### src/rtl/cadr_clk_pkg.sv
// Shared state type, phase-length table and write-pulse timing for the CADR cycle sequencer.
package cadr_clk_pkg;

    localparam int unsigned CNT_W   = 5;
    localparam int unsigned TICK_NS = 5;

    typedef enum logic [1:0] {
        IDLE   = 2'd0,
        RPHASE = 2'd1,
        WPHASE = 2'd2
    } cyc_state_e;

    // Read-phase lengths indexed by {sspeed1, sspeed0, ilong_n}, replacing the 74S151 tap select.
    localparam int RLEN_TAB [8] = '{32, 32, 28, 20, 25, 17, 23, 15};

    localparam int WLEN_TICKS = 12;
    localparam logic [CNT_W:0] WLEN     = (CNT_W + 1)'(WLEN_TICKS);
    localparam logic [CNT_W:0] WP_START = (CNT_W + 1)'(6);
    localparam logic [CNT_W:0] WP_END   = (CNT_W + 1)'(11);

    function automatic logic [CNT_W:0] rlen_of(input logic [2:0] idx);
        rlen_of = (CNT_W + 1)'(RLEN_TAB[idx]);
    endfunction

    function automatic int rlen_max();
        int m;
        m = 0;
        for (int i = 0; i < 8; i++) begin
            if (RLEN_TAB[i] > m) m = RLEN_TAB[i];
        end
        return m;
    endfunction

endpackage

### src/rtl/cadr_cycle_sequencer_if.sv
// Processor-facing timing bus of the cycle sequencer: speed/control inputs in, phase strobes out.
interface cadr_cycle_sequencer_if;
    import cadr_clk_pkg::*;

    logic [1:0]       sspeed;
    logic             ilong_n;
    logic             hang_n;
    logic             machrun;
    logic             run;
    // step_req is a level held until step_ack (a one-tick pulse); it must drop for a tick before the next step.
    logic             step_req;
    logic             step_ack;
    logic             tpclk;
    logic             tpwp;
    logic             tpr0;
    logic             tprend;
    logic             tpdone;
    logic [CNT_W-1:0] phase_cnt;
    cyc_state_e       state;

    modport master (
        input  sspeed, ilong_n, hang_n, machrun, run, step_req,
        output step_ack, tpclk, tpwp, tpr0, tprend, tpdone, phase_cnt, state
    );

    modport slave (
        output sspeed, ilong_n, hang_n, machrun, run, step_req,
        input  step_ack, tpclk, tpwp, tpr0, tprend, tpdone, phase_cnt, state
    );

endinterface

### src/rtl/cadr_phase_counter.sv
// Saturating tick counter with clear/enable; flags when the next count reaches the last tick of a phase.
module cadr_phase_counter
    import cadr_clk_pkg::*;
(
    input  logic             clk,
    input  logic             rst_n,
    input  logic             clear,
    input  logic             enable,
    input  logic [CNT_W:0]   length,
    output logic [CNT_W-1:0] cnt,
    output logic [CNT_W-1:0] next_cnt,
    output logic             next_at_end
);

    localparam logic [CNT_W-1:0] CNT_MAX = '1;

    always_comb begin
        next_cnt = cnt;
        if (clear) begin
            next_cnt = '0;
        end else if (enable && (cnt != CNT_MAX)) begin
            next_cnt = cnt + 1'b1;
        end
    end

    // next_cnt >= length-1, written without the subtraction so a zero length cannot wrap.
    assign next_at_end = (({1'b0, next_cnt} + 1'b1) >= length);

    always_ff @(posedge clk or negedge rst_n) begin
        if (!rst_n) begin
            cnt <= '0;
        end else begin
            cnt <= next_cnt;
        end
    end

endmodule

### src/rtl/cadr_cycle_sequencer.sv
// Synchronous CADR microcycle sequencer: read phase of selectable length, fixed write phase, run/step/hang control.
module cadr_cycle_sequencer
    import cadr_clk_pkg::*;
(
    input  logic                  clk,
    input  logic                  clock_reset_b,
    cadr_cycle_sequencer_if.master bus
);

    if ((rlen_max() > (1 << CNT_W)) || (WLEN_TICKS > (1 << CNT_W))) begin : g_len_check
        $error("cadr_cycle_sequencer: phase length exceeds counter range");
    end

    cyc_state_e       state_q, state_d;
    logic             stepping_q, step_armed_q;
    logic             tpclk_q, tpwp_q, tpr0_q, tprend_q, tpdone_q, step_ack_q;
    logic             advance, step_start, stepped_done;
    logic [CNT_W:0]   rlen, cnt_len;
    logic [CNT_W-1:0] cnt_q, cnt_d;
    logic             cnt_end_d;

    // Length is re-selected every tick, so a speed/ilong change takes effect mid-phase like the old mux.
    assign rlen         = rlen_of({bus.sspeed, bus.ilong_n});
    assign step_start   = !bus.run && bus.step_req && step_armed_q;
    assign stepped_done = (state_q == WPHASE) && tpdone_q && stepping_q;

    always_comb begin
        state_d = state_q;
        case (state_q)
            IDLE:    if (bus.hang_n && (bus.run || step_start)) state_d = RPHASE;
            RPHASE:  if (tprend_q) state_d = WPHASE;
            WPHASE:  if (tpdone_q) state_d = (!stepping_q && bus.run && bus.hang_n) ? RPHASE : IDLE;
            default: state_d = IDLE;
        endcase
    end

    assign advance = (state_d == state_q) && (state_q != IDLE);
    assign cnt_len = (state_d == WPHASE) ? WLEN : rlen;

    cadr_phase_counter u_counter (
        .clk         (clk),
        .rst_n       (clock_reset_b),
        .clear       (!advance),
        .enable      (advance),
        .length      (cnt_len),
        .cnt         (cnt_q),
        .next_cnt    (cnt_d),
        .next_at_end (cnt_end_d)
    );

    // Outputs are decoded from the next state/count so every strobe comes straight off a flop.
    always_ff @(posedge clk or negedge clock_reset_b) begin
        if (!clock_reset_b) begin
            state_q      <= IDLE;
            stepping_q   <= 1'b0;
            step_armed_q <= 1'b1;
            tpclk_q      <= 1'b0;
            tpwp_q       <= 1'b0;
            tpr0_q       <= 1'b0;
            tprend_q     <= 1'b0;
            tpdone_q     <= 1'b0;
            step_ack_q   <= 1'b0;
        end else begin
            state_q    <= state_d;
            tpclk_q    <= (state_d == RPHASE);
            tpr0_q     <= (state_d == RPHASE) && !advance;
            tprend_q   <= (state_d == RPHASE) && cnt_end_d;
            tpwp_q     <= (state_d == WPHASE) && bus.machrun &&
                          ({1'b0, cnt_d} >= WP_START) && ({1'b0, cnt_d} < WP_END);
            tpdone_q   <= (state_d == WPHASE) && cnt_end_d;
            step_ack_q <= stepped_done;

            if ((state_q == IDLE) && (state_d == RPHASE)) begin
                stepping_q <= !bus.run;
            end else if (stepped_done) begin
                stepping_q <= 1'b0;
            end

            if (!bus.step_req) begin
                step_armed_q <= 1'b1;
            end else if ((state_q == IDLE) && (state_d == RPHASE) && !bus.run) begin
                step_armed_q <= 1'b0;
            end
        end
    end

    assign bus.tpclk     = tpclk_q;
    assign bus.tpwp      = tpwp_q;
    assign bus.tpr0      = tpr0_q;
    assign bus.tprend    = tprend_q;
    assign bus.tpdone    = tpdone_q;
    assign bus.step_ack  = step_ack_q;
    assign bus.phase_cnt = cnt_q;
    assign bus.state     = state_q;

endmodule
### src/flat_wrapper.sv
// flat-port wrapper written by rule: the top's interface ports become plain ports
module cadr_cycle_sequencer_flat import cadr_clk_pkg::*;
  (clk, clock_reset_b, bus_sspeed, bus_ilong_n, bus_hang_n, bus_machrun, bus_run, bus_step_req, bus_step_ack, bus_tpclk, bus_tpwp, bus_tpr0, bus_tprend, bus_tpdone, bus_phase_cnt, bus_state);
  cadr_cycle_sequencer_if bus_i ();
  input  logic clk;
  input  logic clock_reset_b;
  input wire logic [$bits(bus_i.sspeed)-1:0] bus_sspeed;
  input wire logic [$bits(bus_i.ilong_n)-1:0] bus_ilong_n;
  input wire logic [$bits(bus_i.hang_n)-1:0] bus_hang_n;
  input wire logic [$bits(bus_i.machrun)-1:0] bus_machrun;
  input wire logic [$bits(bus_i.run)-1:0] bus_run;
  input wire logic [$bits(bus_i.step_req)-1:0] bus_step_req;
  output wire logic [$bits(bus_i.step_ack)-1:0] bus_step_ack;
  output wire logic [$bits(bus_i.tpclk)-1:0] bus_tpclk;
  output wire logic [$bits(bus_i.tpwp)-1:0] bus_tpwp;
  output wire logic [$bits(bus_i.tpr0)-1:0] bus_tpr0;
  output wire logic [$bits(bus_i.tprend)-1:0] bus_tprend;
  output wire logic [$bits(bus_i.tpdone)-1:0] bus_tpdone;
  output wire logic [$bits(bus_i.phase_cnt)-1:0] bus_phase_cnt;
  output wire logic [$bits(bus_i.state)-1:0] bus_state;
  assign bus_i.sspeed = bus_sspeed;
  assign bus_i.ilong_n = bus_ilong_n;
  assign bus_i.hang_n = bus_hang_n;
  assign bus_i.machrun = bus_machrun;
  assign bus_i.run = bus_run;
  assign bus_i.step_req = bus_step_req;
  assign bus_step_ack = bus_i.step_ack;
  assign bus_tpclk = bus_i.tpclk;
  assign bus_tpwp = bus_i.tpwp;
  assign bus_tpr0 = bus_i.tpr0;
  assign bus_tprend = bus_i.tprend;
  assign bus_tpdone = bus_i.tpdone;
  assign bus_phase_cnt = bus_i.phase_cnt;
  assign bus_state = bus_i.state;
  cadr_cycle_sequencer u_core (.clk(clk), .clock_reset_b(clock_reset_b), .bus(bus_i));
endmodule
### config.mk
export PLATFORM = sky130hd
export DESIGN_NAME = cadr_cycle_sequencer_flat
export DESIGN_NICKNAME = d
export VERILOG_FILES = /design/src/rtl/cadr_clk_pkg.sv /design/src/rtl/cadr_cycle_sequencer_if.sv /design/src/rtl/cadr_phase_counter.sv /design/src/rtl/cadr_cycle_sequencer.sv /design/src/flat_wrapper.sv
export SDC_FILE = /design/constraint.sdc
export NUM_CORES = 1
export LEC_CHECK = 0
export ABC_AREA = 0
export CAP_MARGIN = 20
export CORE_MARGIN = 10
export CORE_UTILIZATION = 40
export CTS_CLUSTER_DIAMETER = 80
export DETAILED_ROUTE_END_ITERATION = 6
export SKIP_LAST_GASP = 1
export SLEW_MARGIN = 5
export SYNTH_ARGS = -nofsm -noshare
export SYNTH_HDL_FRONTEND = slang
export SYNTH_SLANG_ARGS = --single-unit
### constraint.sdc
create_clock -name clk -period 4.4 [get_ports clk]
set_input_delay 0.88 -clock clk [delete_from_list [all_inputs] [get_ports clk]]
set_output_delay 0.88 -clock clk [all_outputs]
set_load 0.02 [all_outputs]
Word level (Yosys, flattened, before mapping). Memories as Yosys holds them, arrays and structs flattened. Index checks and enable logic that the tools add are counted. Widths: inputs -> output; s select.

Flip-flop bits (word level): 15. Memory bits (read-only): 256. Input bits: 9. Output and inout bits: 13. Memories kept: 1.

Add/subtract/negate cells: 2. Order comparisons: 4. Equal/unequal tests: 7. Multiplexer cells: 14. Bitwise logic cells: 1. Reductions and logical operators: 24.

Memory list: (name not given) (words 8, width 32, rd ports 1, clocked after Yosys merged registers in 0, wr ports 0, line cadr_clk_pkg.sv:22) `rlen_of = (CNT_W + 1)'(RLEN_TAB[idx]);`.

Operator list (count): $mux 6 (3); $logic_and 1x1->1 (17); $mux 5 (2); $add 5x1->6 const B (1); $ge 6x6->1 (1); $mux 2 (3); $pmux 2 s3 (1); $add 5x1->5 const B (1); $ge 5x3->1 const B (1); $lt 5x4->1 const B (1); $mux 1 (5); $ne 5x5->1 const B (1); $eq 2x1->1 const B (2); $eq 2x2->1 const B (2); $ge 4x4->1 const B (1); $not 3->4 (1); $reduce_bool 2->1 (2); $logic_not 1->1 (3); $eq 2x2->1 (1); $logic_not 2->1 (1); $ne 2x1->1 const B (1); $logic_or 1x1->1 (1).

Depth between registers and ports, before layout.
Word-level depth: 15. Mapped depth: 16. Depth with buffers taken out: 15.

Cells and area by module. From an unflattened synthesis, not the netlist that was laid out.

Cells, all modules: 104. Area, all modules: 1073.5 um^2.

Modules (own cells, without submodules): cadr_cycle_sequencer (instances 1, cells an instance 49, area an instance 546.8 um^2); cadr_phase_counter (instances 1, cells an instance 55, area an instance 526.8 um^2).

Worst setup path before layout. No wires, ideal clock.

Path kind: register -> register. Start: register u_core.u_counter.cnt[1]. End: register u_core.tprend_q, in the netlist u_core.bus.tprend. Setup time: 0.134 ns. Arrival time: 3.513 ns. Required time: 4.266 ns. Setup slack: 0.753 ns. Cell stages (with the launch flop): 17. Path buffers: 1. Clock period less this slack: 3.647 ns. Path through: dfrtp_1 > ha_1 > and3_1 > ha_1 > buf_6 > xnor2_1 > nand2_1 > inv_2 > ha_1 > nand4_1 > or4_1 > nand3_2 > mux2_4 > ha_1 > a2111oi_0 > o21a_1 > nor3_1.

Longest elaborated chain between the ends: 7.

Ends and longest elaborated chain: start, declared (line cadr_phase_counter.sv:10) `output logic [CNT_W-1:0] cnt,`; start signal, assigned (line cadr_phase_counter.sv:33) `cnt <= next_cnt;`; $ne 5x5->1 (line cadr_phase_counter.sv:21) `end else if (enable && (cnt != CNT_MAX)) begin`; $logic_and 1x1->1 (line cadr_phase_counter.sv:21); $mux 5 (line cadr_phase_counter.sv:21); $mux 5 (line cadr_phase_counter.sv:19) `if (clear) begin`; named net u_core.cnt_d[0] (line cadr_cycle_sequencer.sv:19) `logic [CNT_W-1:0] cnt_q, cnt_d;`; $add 5x1->6 (line cadr_phase_counter.sv:27) `assign next_at_end = (({1'b0, next_cnt} + 1'b1) >= length);`; $ge 6x6->1 (line cadr_phase_counter.sv:27); $logic_and 1x1->1 (line cadr_cycle_sequencer.sv:67) `tprend_q <= (state_d == RPHASE) && cnt_end_d;`; end signal, assigned (line cadr_cycle_sequencer.sv:67); end, declared (line cadr_cycle_sequencer.sv:16) `logic tpclk_q, tpwp_q, tpr0_q, tprend_q, tpdone_q, step_ack_q;`.

The timed path passes the listed nets, and every way through them passes these cells. A chain may end at the register's enable or synchronous reset.

Final worst setup path.
Start: register u_core.u_counter.cnt[0]. End: register u_core.tprend_q, in the netlist u_core.bus.tprend.

Longest elaborated chain between the ends: 7.

Ends and longest elaborated chain (line): parallel branches: the longest is 2 deep, another holds $add 5x1->5; $mux 5 (*) (cadr_phase_counter.sv:21); $mux 5 (*) (cadr_phase_counter.sv:19); named net u_core.cnt_d[1] (cadr_cycle_sequencer.sv:19); $add 5x1->6 (*) (cadr_phase_counter.sv:27); $ge 6x6->1 (*) (cadr_phase_counter.sv:27); $logic_and 1x1->1 (*) (cadr_cycle_sequencer.sv:67).

Mark *: on every way through the listed nets, which the timed path passes.

==> flow_summary.toml <==
[job]
maxCapViolations = 0

[outcome]
outcome = "finished, final reports clean"

[setup_path]
crit_path_arrival_time_ps = 4280
critical-path-top-cell-by-count = "sky130_fd_sc_hd__ha_1"
required_time_of_the_critical_path_ps = 4570
sort_of_element_at_the_start_of_the_critical_path = "register"
critPathSlowestCell = "sky130_fd_sc_hd__dfrtp_1"
cp-end-kind = "register"
crit_path_cell_trace = "ha_1, and3_1, ha_1, mux2i_1, nor2_1, ha_1, nand4_1, or4_1, nand3_2, mux2_4, ha_1, a2111oi_0, o21a_1, nor3_1"
path_max_fanout = 13
critical_path_class = "register to register"
slowest_stage_delay_cp_ps = 540

[floorplanning]
die_area_um2 = 5307
number_of_placement_rows = 19
die-width_um = 72.85
starting_density_of_the_core = 0.4123
die_height_um = 72.85
fp.coreArea_um2 = 2710
ios = 22

[logic_synthesis]
fraction_of_post_synthesis_cell_area_in_the_top_cell_type_by_area = 0.3135
post_synth_inst_count = 118
synth-seq-cells = 15
synth_area_per_cell_um2 = 9.469
synth_seq_area_share = 0.3371
yosys-top-cells-area = "sky130_fd_sc_hd__dfrtp_1 31%, sky130_fd_sc_hd__ha_1 13%, sky130_fd_sc_hd__a21oi_1 3.1%"
netlist.top_cell.by_area = "sky130_fd_sc_hd__dfrtp_1"
syn_nets = 139
syn-cell-area_um2 = 1117
yosys.cell_types.count = 46
ys_warn_count = 0

[drt]
drc_errors_left = 0
detail_route.iter0.violations = 94
postRouteAntennaNets = 0
drt-total-wl_mm = 2.448
drt-wirelength-per-cell_um = 14.32
vias_per_cell = 5.444
num_vias = 931
drtPass1Iterations = 4

[clock_tree]
cts_inserted_buffers = 3
cts_resized = 0
holdBufCountCts = 0
clock_latency_ps = 290
cts_buffer_depth = 2
post_cts_buffers = 0
tritoncts_num_sinks = 15
ctsHtreeMaxLevel = 1
clock-root-buffer = "sky130_fd_sc_hd__clkbuf_4"
cts.reportedPaths.clkPinSlew_ps = 100
tritoncts = "yes"

[sta]
setup_ws_ps = 288.3
fin_skew_ps = 8.454
finalSetupViolCount = 0
hold_viol_final = 0
drv_slew = 0
setup-tns-final_ps = 0
final.period_utilization = 0.9345
slew_headroom = 0.5452
grt_setup_unrepaired = "no"
clock.fmax_mhz = 243.2
max_slew.worst_pin.slew_ps = 680.0
period_needed_ps = 4112

[cells_and_area]
nNetsFinal = 162
final_util = 0.5032
syn_to_final_growth_pct = 22.06
antenna_cells_inserted = 0
drive_gt1_frac = 0.1143

[placement]
port_buffers = 21
pre_cts_ws_ps = 353.1
dp_hpwl_mm = 1.974
routabilityCongestion = 0.8378

[grt]
antenna_found_initial = 0
maximum_number_of_pins_on_one_net_before_global_route_repair = 16
global_route.overflow_total = 0
globalRouteTotalUtil = 0.09322
grt_pass1_vias = 879
first_pass_grt_wire_length_mm = 4.064

[pwr]
power.density_cell_area_nw_per_um2 = 616.8
power_leakage_uw = 0.0006258
vdd_drop_max_mv = 0.3619
finalPower_uw = 841.3

[worst_hold_path]
hold_path_class = "register to register"
-- cell usage after synthesis (all sizes together) --
cell,count
dfrtp,14
ha,12
inv,10
nor2,10
a21oi,8
nand2,8
nor2b,6
nor3,4
a211oi,3
and2,3
buf,3
nand3,3
o21a,3
xnor2,3
mux2,2
nand4,2
nand4b,2
nor3b,2
o21ai,2
or2,2
a2111oi,1
a21o,1
a31oi,1
a32oi,1
and3,1
dfstp,1
mux2i,1
nand2b,1
nand3b,1
nor4b,1
o2111a,1
o2111ai,1
o211a,1
o21bai,1
or4,1
xor2,1
-- flip-flops by register name (all words and copies together), names as in the netlist --
register              count
u_core.u_counter.cnt      5
u_core.bus.state          2
u_core.bus.step_ack       1
u_core.bus.tpclk          1
u_core.bus.tpdone         1
u_core.bus.tpr0           1
u_core.bus.tprend         1
u_core.bus.tpwp           1
u_core.step_armed_q       1
u_core.stepping_q         1
-- stage by stage --
step / area (um2) / hold slack [ps] / cells
finish: 1364 / 478.1 / 171
global route: 1364 / 483.6 / 171
CTS: 1364 / 478.2 / 171
detailed placement: 1336 / 461.2 / 167
global placement: 1336 / 460.9 / 167
floorplan: 1117 / 449.5 / 118
-- path summary, 6_finish.rpt --
kind | startpoint | end | slack (ps) | cells past startpoint
worst max-delay path | u_core.u_counter.cnt[0]$_DFF_PN0_ | u_core.bus.tprend$_DFF_PN0_ | 290 | 14
worst min-delay path | u_core.step_armed_q$_DFFE_PN1P_ | u_core.step_armed_q$_DFFE_PN1P_ | 480 | 2
worst max register to register | u_core.u_counter.cnt[0]$_DFF_PN0_ | u_core.bus.tprend$_DFF_PN0_ | 290 | 14
worst min register to register | u_core.step_armed_q$_DFFE_PN1P_ | u_core.step_armed_q$_DFFE_PN1P_ | 480 | 2
max in group asynchronous | clock_reset_b | u_core.u_counter.cnt[0]$_DFF_PN0_ | 2970 | 1
min in group asynchronous | clock_reset_b | u_core.bus.tpr0$_DFF_PN0_ | 990 | 1
-- where the power goes --
group | internal (uW) | leakage (uW) | total (uW) | switching (uW)
logic | 231 | 0.000414 | 521 | 289
registers | 179 | 0.000194 | 238 | 59.2
clock network | 33.8 | 0.0000177 | 82.6 | 48.9
total | 444 | 0.000626 | 841 | 397
-- layout make-up --
type	count	area [um2]
Sequential cell	15	376.6
Clock inverter	1	5.005
Inverter	10	37.54
Clock buffer	3	22.52
Tap cell	31	38.79
Fill cell	258	1346
Timing Repair Buffer	21	210.2
Multi-Input combinational cell	90	673.1
-- cells by family after synthesis --
family | count (synthesis) | share of synthesized area
buf+inv | 13 | 0.06047
compound gates | 24 | 0.1545
mux | 3 | 0.03247
simple gates | 47 | 0.2497
xor+xnor | 4 | 0.03136
fa+ha+maj | 12 | 0.1344
flops | 15 | 0.3371
-- cells in the final DEF (no fill, tap or decap), types with 2 or more instances in the layout --
cell type,netlist,routed
sky130_fd_sc_hd__clkdlybuf4s50_1,0,21
sky130_fd_sc_hd__nand4b_1,2,2
sky130_fd_sc_hd__clkbuf_4,0,3
sky130_fd_sc_hd__nand2_1,8,8
sky130_fd_sc_hd__nand4_1,2,2
sky130_fd_sc_hd__or2_1,2,2
sky130_fd_sc_hd__inv_1,8,8
sky130_fd_sc_hd__inv_2,2,2
sky130_fd_sc_hd__nand3_1,2,2
sky130_fd_sc_hd__nor2b_1,5,5
sky130_fd_sc_hd__o21a_1,3,3
sky130_fd_sc_hd__dfrtp_1,14,14
sky130_fd_sc_hd__xnor2_1,3,3
sky130_fd_sc_hd__a211oi_1,2,2
sky130_fd_sc_hd__and2_1,3,3
sky130_fd_sc_hd__nor3_1,4,4
sky130_fd_sc_hd__a21oi_1,7,7
sky130_fd_sc_hd__nor2_1,9,9
sky130_fd_sc_hd__ha_1,12,12
-- worst max-delay path: cells and delay by family (launching register included) --
| family | cells | cell delay (ps) |
|---|---|---|
| fa+ha+maj | 4 | 1260 |
| compound gates | 2 | 650 |
| simple gates | 6 | 1080 |
| flops | 1 | 540 |
| mux | 2 | 480 |
-- per-layer routing --
metal	wire length (um)	GRT usage	up-vias
met4	32	0.04430	0
met3	83	0.01633	2
li1	-	-	464
met2	1147	0.1426	18
met5	0	0	-
met1	1184	0.1229	447
Power figures use the tool's default switching activity.
